[src/rtl/hdr_frame_scheduler.sv]
// hdr_frame_scheduler: HDR exposure sequencing, whole-frame admission and beat-count checking
module hdr_frame_scheduler #(
  parameter int BEATS_PER_FRAME = 460800,
  parameter int CNT_W = 20,
  parameter int TIMEOUT_CYC = 16777215
) (
  input  logic        clk_sys,
  input  logic        reset_n,
  input  logic        start,
  input  logic        stop,
  input  logic        SOF,
  input  logic        EOF,
  input  logic        validY,
  output logic        cfg_req,
  input  logic        cfg_ack,
  output logic        exp_idx,
  output logic        out_valid,
  output logic        out_sof,
  output logic        out_eof,
  output logic        frame_done,
  output logic        frame_err,
  output logic [1:0]  err_code,
  output logic [15:0] frame_cnt,
  output logic        busy
);
  localparam int TMR_W = $clog2(TIMEOUT_CYC + 1);
  localparam logic [CNT_W-1:0] BEATS = CNT_W'(BEATS_PER_FRAME);
  localparam logic [TMR_W-1:0] TMR_LAST = TMR_W'(TIMEOUT_CYC - 1);
  typedef enum logic [2:0] {IDLE, CFG, WAIT_SOF, ACTIVE, CHECK} state_t;
  state_t state, state_nxt;
  logic [CNT_W-1:0] beat_cnt;
  logic [TMR_W-1:0] tmr;
  logic stop_pending, done_nxt, err_nxt, tmo, sof_beat, eof_beat;
  logic [1:0] code_nxt;
  assign tmo = tmr == TMR_LAST;
  assign sof_beat = validY & SOF;
  assign eof_beat = validY & EOF;
  always_ff @(posedge clk_sys or negedge reset_n)
    if (!reset_n) state <= IDLE;
    else state <= state_nxt;
  // An SOF seen in WAIT_SOF wins over a pending stop so an admitted frame is never cut short
  always_comb begin
    state_nxt = state;
    done_nxt = 1'b0;
    err_nxt = 1'b0;
    code_nxt = err_code;
    unique case (state)
      IDLE: state_nxt = start ? CFG : IDLE;
      CFG:
        if (cfg_ack) state_nxt = stop_pending ? IDLE : WAIT_SOF;
        else if (tmo) begin
          state_nxt = IDLE;
          err_nxt = 1'b1;
          code_nxt = 2'd2;
        end
      WAIT_SOF:
        if (sof_beat) state_nxt = ACTIVE;
        else if (stop_pending) state_nxt = IDLE;
        else if (tmo) begin
          state_nxt = IDLE;
          err_nxt = 1'b1;
          code_nxt = 2'd2;
        end
      ACTIVE:
        if (eof_beat) state_nxt = CHECK;
        else if (sof_beat) begin
          err_nxt = 1'b1;
          code_nxt = 2'd3;
        end
      CHECK: begin
        state_nxt = stop_pending ? IDLE : CFG;
        done_nxt = beat_cnt == BEATS;
        err_nxt = beat_cnt != BEATS;
        code_nxt = beat_cnt == BEATS ? 2'd0 : 2'd1;
      end
      default: state_nxt = IDLE;
    endcase
  end
  always_comb begin
    out_valid = validY & ((state == WAIT_SOF & SOF) | state == ACTIVE);
    out_sof = SOF & out_valid;
    out_eof = EOF & out_valid;
    busy = state != IDLE;
  end
  always_ff @(posedge clk_sys or negedge reset_n)
    if (!reset_n) begin
      cfg_req <= 1'b0;
      exp_idx <= 1'b0;
      frame_done <= 1'b0;
      frame_err <= 1'b0;
      err_code <= 2'd0;
      frame_cnt <= 16'd0;
      stop_pending <= 1'b0;
      tmr <= '0;
      beat_cnt <= '0;
    end else begin
      cfg_req <= state_nxt == CFG;
      frame_done <= done_nxt;
      frame_err <= err_nxt;
      if (done_nxt | err_nxt) err_code <= code_nxt;
      stop_pending <= state == IDLE ? 1'b0 : stop_pending | stop;
      tmr <= (state_nxt == state && (state == CFG || state == WAIT_SOF)) ? tmr + TMR_W'(1) : '0;
      if ((state == WAIT_SOF && sof_beat) || (state == ACTIVE && sof_beat && !EOF)) beat_cnt <= CNT_W'(1);
      else if (state == ACTIVE && validY && beat_cnt != '1) beat_cnt <= beat_cnt + CNT_W'(1);
      if (state == CHECK) begin
        frame_cnt <= frame_cnt + 16'd1;
        exp_idx <= ~exp_idx;
      end
    end
endmodule

[config.mk]
export PLATFORM = sky130hd
export DESIGN_NAME = hdr_frame_scheduler
export DESIGN_NICKNAME = d
export VERILOG_FILES = /design/src/rtl/hdr_frame_scheduler.sv
export SDC_FILE = /design/constraint.sdc
export NUM_CORES = 1
export LEC_CHECK = 0
export CAP_MARGIN = 10
export CELL_PAD_IN_SITES_DETAIL_PLACEMENT = 0
export CELL_PAD_IN_SITES_GLOBAL_PLACEMENT = 1
export CORE_UTILIZATION = 45
export CTS_BUF_LIST = sky130_fd_sc_hd__clkbuf_4
export DETAILED_ROUTE_END_ITERATION = 16
export GPL_ROUTABILITY_DRIVEN = 0
export PLACE_DENSITY_LB_ADDON = 0.1
export SYNTH_ARGS = -nofsm -noshare
export SYNTH_HDL_FRONTEND = slang
export SYNTH_SLANG_ARGS = --single-unit
[constraint.sdc]
create_clock -name clk_sys -period 2.9 [get_ports clk_sys]
set_input_delay 0.87 -clock clk_sys [delete_from_list [all_inputs] [get_ports clk_sys]]
set_output_delay 0.87 -clock clk_sys [all_outputs]
set_load 0.005 [all_outputs]
==> flow_metrics.tcl <==
set metrics [dict create \
    num_rows 32 \
    fin_nets 423 \
    start_util 0.471 \
    dp_hpwl_mm 5.22 \
    slowest_stage "clkdlybuf4s50_1" \
    worst_pin_slew_ns 0.529 \
    critPathKind "flip-flop to output pin" \
    fin_ws_ns 0.0808 \
    period_share 0.972 \
    syn_inst 363 \
    maxSlewViolCount 0 \
    powerDensity_nw_per_um2 613 \
    cts_buffers 9 \
    antenna_found_initial 0 \
    cts_max_level 3 \
    rsz0062_at_grt "no" \
    crit_buf_inv 1 \
    crit_fanout 3 \
    power.total_mw 2.68 \
    final_common_cell "dfrtp_1" \
    preCtsSetupSlack_ns -0.150 \
    drt_wl_total_mm 7.68 \
    fp.dieArea_um2 8550 \
    die_w_um 92.4 \
    ant_nets 0 \
    grt_remaining_overflow 0 \
    grt_pass1_vias 2604 \
    dr.pass1.iters 4 \
    antenna_cells 0 \
    cts.repair.resized 4 \
    dp.cells 501 \
    status "complete, no violations" \
    grt_pass1_wl_mm 12.9 \
    final_core_util 0.561 \
    endpoint_kind "output pin" \
    drv_cap 0 \
    relSlewSlack 0.644 \
    ys_types 41 \
    drt-initial-drc-count 167 \
    crit_chain "nor2b_1 > o211a_1 > and2_1 > clkdlybuf4s50_1" \
    p_leak_nw 1.81 \
    finalSetupViolCount 0 \
    slowest_delay_ns 0.49 \
    ys_warn_count 0 \
    numClockSinks 70 \
    cts_tree "built" \
    min_path_type "input port to asynchronous set/reset pin" \
    final_cell_area_um2 4380 \
    place.port_buffers 33 \
    dpl_cell_area_um2 4210 \
    critical_path_required_ns 2.03 \
    post_cts_buffers 0 \
    design.core.area_um2 7810 \
    drc 0 \
    grt_use_total 0.194 \
    syn-cell-area_um2 3680 \
    synth_fp_nets 376 \
    layout-drive-gt1-share 0.137 \
    hold_violations 0 \
    peakVddDrop_mv 0.344 \
    cp.arrival_ns 1.95 \
    cts.path.max_buffers 2 \
    wire_per_inst_um 14.9 \
    insertion_delay_ns 0.42 \
    start_kind "flip-flop" \
    grt_max_degree 71 \
    vias 2800 \
    cts_root_buf "clkbuf_4" \
    areaGrowthSynthToFinish_pct 19.0 \
    ys_ff_latch 70 \
    avgSynthCellArea_um2 10.1 \
    path_delay_family "buffers and inverters" \
    fin_skew_ns 0.0146 \
    period_minus_slack_ns 2.82 \
    synth_seq_area_share 0.476 \
    instances_no_fill 517 \
    top_level_ports 34 \
    cts_hold_buf 0 \
    clk_pin_slew_ns 0.12 \
    layout_common_cells "70 x dfrtp_1, 38 x xnor2_1, 30 x nor2_1" \
    vias_per_cell 5.42 \
    fp.dieH_um 92.4 \
    fmax_mhz 355 \
]
-- synthesized netlist by cell type, drive strengths merged --
cell type,instances,area share
dfrtp,70,0.48
nor3,41,0.083
xnor2,38,0.090
nor2,30,0.031
nand3,23,0.031
nand2,22,0.022
nand4,21,0.036
xor2,15,0.036
inv,13,0.013
a21oi,10,0.014
clkbuf,10,0.010
and3,9,0.015
and4,7,0.017
nor4,6,0.010
ha,5,0.017
a211oi,4,0.012
nand2b,4,0.0068
and2,3,0.0051
mux2i,3,0.0082
nor3b,3,0.0061
nor4b,3,0.0071
a211o,2,0.0048
a21o,2,0.0041
and4b,2,0.0054
buf,2,0.0061
nor2b,2,0.0034
nor4bb,2,0.0054
a221o,1,0.0027
a41oi,1,0.0024
nand4b,1,0.0024
o211a,1,0.0027
o21a,1,0.0020
o21ai,1,0.0014
o22ai,1,0.0017
o31a,1,0.0024
or2,1,0.0017
or3,1,0.0017
or4,1,0.0031
-- worst register-to-register path, cell delays in order (launching register included) --
cell and delay [ns]:
dfrtp_1 0.45, and4_1 0.25, nand3_1 0.15, or4_4 0.57, a211oi_4 0.31, buf_12 0.23
nor3_1 0.10
-- worst paths after layout --
kind / endpoint / depth (start not counted) / slack [ns] / start
setup / recovery: out_eof / 4 / 0.08 / state[2]
hold / removal: beat_cnt[4] / 2 / 0.44 / reset_n
setup reg to reg: tmr[3] / 6 / 0.74 / tmr[4]
hold reg to reg: frame_cnt[15] / 1 / 0.48 / frame_cnt[15]
max in group asynchronous: frame_done / 2 / 2.14 / reset_n
min in group clk_sys: frame_cnt[15] / 1 / 0.48 / frame_cnt[15]
-- final cells by class --
type	count	area [um2]
sequential	70	1750
inverter	13	48.8
fill	698	3430
clock inverter	7	98.8
timing repair buffer	48	459
tap	102	128
clock buffer	9	67.6
multi-input combinational	268	1830
-- where the power goes --
group          internal, mW  leakage (nW)  switching [mW]  total, mW
logic                 0.327         0.776           0.440      0.767
clock network         0.350        0.0744           0.388      0.738
registers              1.07         0.957           0.107       1.18
total                  1.75          1.81           0.935       2.68
-- stage by stage --
step / hold slack [ns] / setup TNS (ns)
after floorplan: 0.465 / 0
after global placement: 0.458 / -0.264
after detailed placement: 0.465 / -0.271
after CTS: 0.465 / 0
after global routing: 0.481 / 0
final: 0.445 / 0
-- per-layer routing --
metal  global-route usage  vias to the layer above  part of all wire
met5                    0                        -                 0
met4               0.0755                        0             0.016
met3               0.0419                       11             0.046
met2                0.273                       64              0.41
met1                0.290                     1337              0.53
li1                     -                     1388                 -
-- flip-flops by register name (all words and copies together), names as in the netlist --
register	cells
err_code	2
frame_err	1
state	3
cfg_req	1
stop_pending	1
frame_cnt	16
frame_done	1
beat_cnt	20
exp_idx	1
tmr	24
-- kinds of logic after synthesis --
kind of cell	share of synthesized area
compound gates	0.0493
xor+xnor	0.126
fa+ha+maj	0.0170
buf+inv	0.0296
flops	0.476
mux	0.00816
simple gates	0.294
No activity file was read; power rests on OpenSTA's default activity.
